**config.mk**
```make
export PLATFORM = sky130hd
export DESIGN_NAME = freq_meter
export DESIGN_NICKNAME = d
export VERILOG_FILES = /design/src/rtl/freq_meter.sv
export SDC_FILE = /design/constraint.sdc
export NUM_CORES = 1
export LEC_CHECK = 0
export CAP_MARGIN = 20
export CORE_MARGIN = 4
export CORE_UTILIZATION = 55
export CTS_CLUSTER_SIZE = 40
export DETAILED_ROUTE_END_ITERATION = 12
export DONT_BUFFER_PORTS = 1
export MAX_ROUTING_LAYER = met4
export PLACE_DENSITY = 0.77
export SYNTH_ARGS = -nofsm -noshare
export SYNTH_HDL_FRONTEND = slang
export SYNTH_SLANG_ARGS = --single-unit
```
**constraint.sdc**
```tcl
create_clock -name clk -period 6.6 [get_ports clk]
set_clock_uncertainty 0.1 [all_clocks]
set_input_delay 1.32 -clock clk [delete_from_list [all_inputs] [get_ports clk]]
set_output_delay 1.32 -clock clk [all_outputs]
set_load 0.02 [all_outputs]
```
**src/rtl/freq_meter.sv**
```systemverilog
// -----------------------------------------------------------------------------
// freq_meter
//
// Frequency/period meter for a square wave that is asynchronous to clk.
// The input is synchronized, its rising edges are detected, and the number of
// clk cycles between successive rising edges (period) is reported together
// with the number of those cycles during which the synchronized signal was
// high (high_time). A stall detector raises timeout when no rising edge
// arrives within TIMEOUT cycles. An optional lock detector raises locked once
// LOCK_COUNT consecutive periods have each differed from their predecessor
// by no more than TOL cycles.
//
// Optional feature macro:
//   FREQ_METER_LOCK_EN  - when defined, builds the period comparator and
//                         match counter that drive locked. When undefined,
//                         locked is a constant 0.
//
// Parameters:
//   CNT_W       - width of period/high_time and the internal counters
//   SYNC_STAGES - synchronizer depth on sig_in (>= 2)
//   TIMEOUT     - cycles without a rising edge before timeout (< 2**CNT_W)
//   LOCK_COUNT  - consecutive in-tolerance periods required for lock (>= 1)
//   TOL         - allowed absolute period difference between measurements
//
// Ports:
//   clk        in   clock
//   rst        in   asynchronous, active-high reset
//   en         in   measurement enable (level); low forces IDLE
//   sig_in     in   asynchronous signal under test
//   period     out  last measured period in clk cycles
//   high_time  out  clk cycles the synchronized signal was high in that period
//   meas_valid out  one-cycle pulse when period/high_time update
//   timeout    out  level; no rising edge within TIMEOUT cycles
//   locked     out  level; period stable (0 unless FREQ_METER_LOCK_EN)
//
// All outputs come straight from flops. The synchronizer adds a constant
// delay to every edge, so it does not bias the measured period.
// -----------------------------------------------------------------------------
module freq_meter #(
  parameter int CNT_W       = 32,
  parameter int SYNC_STAGES = 2,
  parameter int TIMEOUT     = 1000000,
  parameter int LOCK_COUNT  = 4,
  parameter int TOL         = 1
) (
  input  logic             clk,
  input  logic             rst,
  input  logic             en,
  input  logic             sig_in,
  output logic [CNT_W-1:0] period,
  output logic [CNT_W-1:0] high_time,
  output logic             meas_valid,
  output logic             timeout,
  output logic             locked
);

  typedef enum logic [1:0] {
    S_IDLE = 2'd0,
    S_ARM  = 2'd1,
    S_MEAS = 2'd2
  } state_e;

  localparam logic [CNT_W-1:0] TIMEOUT_C = CNT_W'(TIMEOUT);
  localparam logic [CNT_W-1:0] ONE_C     = CNT_W'(1);

  logic [SYNC_STAGES-1:0] sync_q;
  logic                   s;
  logic                   s_dly_q;
  logic                   re;

  state_e                 state_q,  state_d;
  logic [CNT_W-1:0]       cnt_q,    cnt_d;
  logic [CNT_W-1:0]       hcnt_q,   hcnt_d;
  logic [CNT_W-1:0]       period_q, period_d;
  logic [CNT_W-1:0]       high_q,   high_d;
  logic                   mv_q,     mv_d;
  logic                   to_q,     to_d;

  // ---- synchronizer and rising-edge detect --------------------------------
  always_ff @(posedge clk or posedge rst) begin
    if (rst) begin
      sync_q  <= '0;
      s_dly_q <= 1'b0;
    end else begin
      sync_q  <= {sync_q[SYNC_STAGES-2:0], sig_in};
      s_dly_q <= s;
    end
  end

  assign s  = sync_q[SYNC_STAGES-1];
  assign re = s & ~s_dly_q;

  // ---- measurement FSM: next state ----------------------------------------
  // cnt doubles as the ARM wait timer and the MEAS period counter. It starts
  // at 1 because the cycle carrying the edge is itself the first cycle of the
  // new period; hcnt likewise starts at 1 since s is high on that cycle.
  always_comb begin
    state_d  = state_q;
    cnt_d    = cnt_q;
    hcnt_d   = hcnt_q;
    period_d = period_q;
    high_d   = high_q;
    mv_d     = 1'b0;
    to_d     = to_q;

    if (!en) begin
      // Disabling drops any partial count without reporting it.
      state_d = S_IDLE;
      cnt_d   = '0;
      hcnt_d  = '0;
      to_d    = 1'b0;
    end else begin
      unique case (state_q)
        S_IDLE: begin
          state_d = S_ARM;
          cnt_d   = ONE_C;
          hcnt_d  = '0;
        end

        S_ARM: begin
          if (re) begin
            // First edge only opens a period; nothing is reported.
            state_d = S_MEAS;
            cnt_d   = ONE_C;
            hcnt_d  = ONE_C;
          end else if (cnt_q >= TIMEOUT_C) begin
            to_d  = 1'b1;
            cnt_d = ONE_C;
          end else begin
            cnt_d = cnt_q + ONE_C;
          end
        end

        S_MEAS: begin
          // The edge is tested before the timeout so a period of exactly
          // TIMEOUT cycles is still measured.
          if (re) begin
            period_d = cnt_q;
            high_d   = hcnt_q;
            mv_d     = 1'b1;
            to_d     = 1'b0;
            cnt_d    = ONE_C;
            hcnt_d   = ONE_C;
          end else if (cnt_q >= TIMEOUT_C) begin
            state_d = S_ARM;
            to_d    = 1'b1;
            cnt_d   = ONE_C;
            hcnt_d  = '0;
          end else begin
            cnt_d = cnt_q + ONE_C;
            if (s) begin
              hcnt_d = hcnt_q + ONE_C;
            end
          end
        end

        default: begin
          state_d = S_IDLE;
          cnt_d   = '0;
          hcnt_d  = '0;
        end
      endcase
    end
  end

  // ---- measurement FSM: registers -----------------------------------------
  always_ff @(posedge clk or posedge rst) begin
    if (rst) begin
      state_q  <= S_IDLE;
      cnt_q    <= '0;
      hcnt_q   <= '0;
      period_q <= '0;
      high_q   <= '0;
      mv_q     <= 1'b0;
      to_q     <= 1'b0;
    end else begin
      state_q  <= state_d;
      cnt_q    <= cnt_d;
      hcnt_q   <= hcnt_d;
      period_q <= period_d;
      high_q   <= high_d;
      mv_q     <= mv_d;
      to_q     <= to_d;
    end
  end

  assign period     = period_q;
  assign high_time  = high_q;
  assign meas_valid = mv_q;
  assign timeout    = to_q;

`ifdef FREQ_METER_LOCK_EN
  // ---- lock detector ------------------------------------------------------
  localparam int               MW     = (LOCK_COUNT < 1) ? 1 : $clog2(LOCK_COUNT + 1);
  localparam logic [MW-1:0]    LOCK_C = MW'(LOCK_COUNT);
  localparam logic [CNT_W-1:0] TOL_C  = CNT_W'(TOL);

  logic [CNT_W-1:0] prev_q,   prev_d;
  logic [MW-1:0]    match_q,  match_d;
  logic [MW-1:0]    match_inc;
  logic             first_q,  first_d;
  logic             locked_q, locked_d;
  logic             take;
  logic             lost;
  logic [CNT_W-1:0] diff;

  // Same conditions the FSM uses to report a period or to time out in MEAS.
  assign take = en & (state_q == S_MEAS) & re;
  assign lost = en & (state_q == S_MEAS) & ~re & (cnt_q >= TIMEOUT_C);

  assign diff      = (cnt_q >= prev_q) ? (cnt_q - prev_q) : (prev_q - cnt_q);
  assign match_inc = (match_q < LOCK_C) ? (match_q + MW'(1)) : match_q;

  always_comb begin
    prev_d   = prev_q;
    match_d  = match_q;
    first_d  = first_q;
    locked_d = locked_q;

    if (!en || (state_q != S_MEAS) || lost) begin
      // Outside a running measurement the history is void; the next
      // reported period only seeds the comparator.
      match_d  = '0;
      first_d  = 1'b1;
      locked_d = 1'b0;
    end else if (take) begin
      prev_d = cnt_q;
      if (first_q) begin
        first_d = 1'b0;
      end else if (diff <= TOL_C) begin
        match_d  = match_inc;
        locked_d = (match_inc == LOCK_C);
      end else begin
        match_d  = '0;
        locked_d = 1'b0;
      end
    end
  end

  always_ff @(posedge clk or posedge rst) begin
    if (rst) begin
      prev_q   <= '0;
      match_q  <= '0;
      first_q  <= 1'b1;
      locked_q <= 1'b0;
    end else begin
      prev_q   <= prev_d;
      match_q  <= match_d;
      first_q  <= first_d;
      locked_q <= locked_d;
    end
  end

  assign locked = locked_q;
`else
  assign locked = 1'b0;
`endif

endmodule

```
==> results.md <==
* Layout cell share with drive strength beyond 1 at 0.0716
* Clk pwr share at 0.477
* Crit-path max FO at 54
* Switching pwr at 517 µW
* Outcome: finished, final reports clean
* Distinct cells, synth at 56
* Sequential cell area fraction in the yosys report at 0.559
* Hold WC Path Type: register to register
* Avg WL per Cell at 16.1 µm
* DRC errors left at 0
* Synth Register Bits at 135
* Top post-synthesis cells by area: dfrtp_1, nand2_1, nand3_1
* Worst vdd ir at 0.186 mV
* Clk_lat worst skew at 520 ps
* Cell with the most instances after synthesis: nand2_1
* Antenna violations before repair at 0
* Area share of the largest cell type after synthesis at 0.559
* Clock root cell: clkbuf_8
* Max_cap viols at 0
* Hold Violations, Final at 0
* Worst-Margin Slew at 921 ps
* Leading post-synthesis cells by instance count: nand2_1, dfrtp_1, nor2_1
* Cell taking the most area after synthesis: dfrtp_1
* Core Util, Final at 0.628
* Async S/R FF share, synth at 1.00
* Fmax achieved at 0.339 GHz
* Min Tclk post-route at 2950 ps
* I/O Buffers at 0
* Crit. End Element: register
* Slew HR at 0.386
* Hold Path End: sync_q[1]
* Hold_buf cts at 0
* RSZ-0062 raised after global routing: no
* Core area at 10800 µm²
* RD Place Congestion at 0.838
* Sequential Power Share at 0.464
* P_int at 1.55 mW
* R2r startpoint: state_q[0]
* Design Area, Final at 6780 µm²
* Cts bufs inserted at 17
* Post-DP HPWL at 8180 µm
* Post-Syn Area at 6050 µm²
* Routed wire length at 12800 µm
* Setup TNS at 0 ps
* Post_cts resized at 0
* Reg2Reg Depth at 7
* Mapped Cells at 640
* Flop-to-flop setup slack at 3650 ps
* Ys flop type: dfrtp_1
* CTS tree: built
* Die width at 113 µm
* Number of H-tree levels at 4
* Die area at 12700 µm²
* Drt pass-1 iters at 5
* Worst Min Path Start: sync_q[0]
* Dpl cell area at 6150 µm²
* IO Pins at 71
* Largest net degree at the start of global routing at 77
* Initial Utilization at 0.560
* Initial DRC Count at 366
* Sw Ratio at 0.251
* Final Max Tran Viols at 0
* RR Endpoint: high_time[9]
* Leakage at 3.15 nW
* Synthesized area per cell at 9.45 µm²
* Number of global-route vias before repair at 4558
* Clk buf depth at 2
* Post-synth EDFFs at 0
* First-pass GRT wire length at 22300 µm
* Area Growth Syn to Fin at 12.1%
* Critical Path RT at 6960 ps
* Final WS setup at 3650 ps
* DR vias/cell at 5.73
* Clock transition at path regs at 60 ps
* Vias at 4565
* Crit path kind: register to register
* YS warnings at 0
* Global router's overall resource usage at 0.223
* Pre-CTS WS at 3300 ps
* DRT antenna net count at 0
* Setup bufs post-CTS at 0
* Row cnt at 38
* Final setup viols at 0
* PD cells at 304 nW/µm²
* Part of the cycle the worst path needs at 0.447
* Number of diodes at 0
* Sink Count at 135
* WP data arrival at 3310 ps
* Final net count at 655
* Total grt overflow at 0
* Comb power frac at 0.058
* Die height at 113 µm
* Hold path depth at 0
* CP Launch Type: register
kinds of logic (layout without fill, tap and decap cells):
| family | after synthesis | after routing | share of synthesized area |
|---|---|---|---|
| muxes | 3 | 3 | 0.00497 |
| other | 1 | 13 | 0.000620 |
| xor gates and xnor gates | 17 | 17 | 0.0246 |
| adders and majority gates | 8 | 8 | 0.0166 |
| DFF | 135 | 135 | 0.559 |
| and+or+nand+nor | 337 | 337 | 0.257 |
| buffers and inverters | 51 | 55 | 0.0364 |
| AOI/OAI and AO/OA | 88 | 88 | 0.102 |
registers in the layout, indices dropped and copies added (netlist names), 2 cells and up:
| name | count |
|---|---|
| cnt_q | 32 |
| hcnt_q | 32 |
| high_time | 32 |
| period | 32 |
| state_q | 2 |
| sync_q | 2 |
stage by stage:
| stage | hold WS (ps) | total power, mW | instances |
|---|---|---|---|
| after detailed placement | 236 | 1.09 | 763 |
| after global placement | 233 | 1.09 | 763 |
| after global routing | 282 | 2.15 | 796 |
| after floorplan | 231 | 1.06 | 652 |
| final | 252 | 2.06 | 796 |
| after CTS | 250 | 2.08 | 795 |
cells in the final DEF, fill, tap and decap left out, types with 3 or more instances in the layout:
cell       count
nand2_1      197
dfrtp_1      135
nor2_1        35
nand3_1       28
a21oi_1       24
nand4_1       19
o21ai_0       18
o31ai_1       17
or4_1         16
inv_1         16
clkbuf_16     16
conb_1        13
xor2_1        11
ha_1           8
nor4_1         6
or3_1          6
xnor2_1        6
nor3_1         5
and4_1         5
buf_4          5
and3_1         4
a211oi_1       4
a211o_1        4
a22o_1         4
clkinv_4       4
bufinv_16      4
and2_1         3
mux2i_1        3
o21ai_1        3
clkbuf_8       3
area by class of cell:
class                           count  area (µm²)
Fill cell                         855        4010
Sequential cell                   135        3380
Multi-Input combinational cell    466        2500
Clock buffer                       21         449
Tap cell                          140         175
Clock inverter                     11         173
Inverter                           18        72.6
Timing Repair Buffer                5        37.5
layer usage:
metal / vias up / track usage / part of all wire
met5: - / - / 0
met4: 0 / 0.0697 / 0.012
met3: 12 / 0.0754 / 0.071
met2: 133 / 0.331 / 0.47
met1: 2226 / 0.292 / 0.45
li1: 2194 / - / -
how the worst max path moves through the flow:
stage / start / end / slack [ps] / depth (start not counted)
after global placement: en / high_time[9] / 3380 / 5
after CTS: state_q[0] / high_time[9] / 3670 / 7
after global routing: state_q[0] / high_time[21] / 3380 / 7
final: state_q[0] / high_time[9] / 3650 / 7
after detailed placement: en / high_time[9] / 3300 / 5
after floorplan: rst / cnt_q[0] / 1570 / 1
power groups by stage:
stage | logic [mW] | clock network (mW) | registers, mW
4_1_cts | 0.121 | 0.999 | 0.959
3_3_place_gp | 0.116 | 0 | 0.972
3_5_place_dp | 0.120 | 0 | 0.973
2_1_floorplan | 0.0978 | 0 | 0.961
6_report | 0.120 | 0.985 | 0.958
5_1_grt | 0.142 | 1.04 | 0.965
worst max-delay path, cell delays in order, from the launching register on:
cell and delay [ps]:
dfrtp_1 430, inv_1 130, ha_1 330, and2_1 280
nand2_2 450, inv_2 870, nand2_1 170, nand2_1 100
Note: power is estimated with default switching activity, not from simulation.
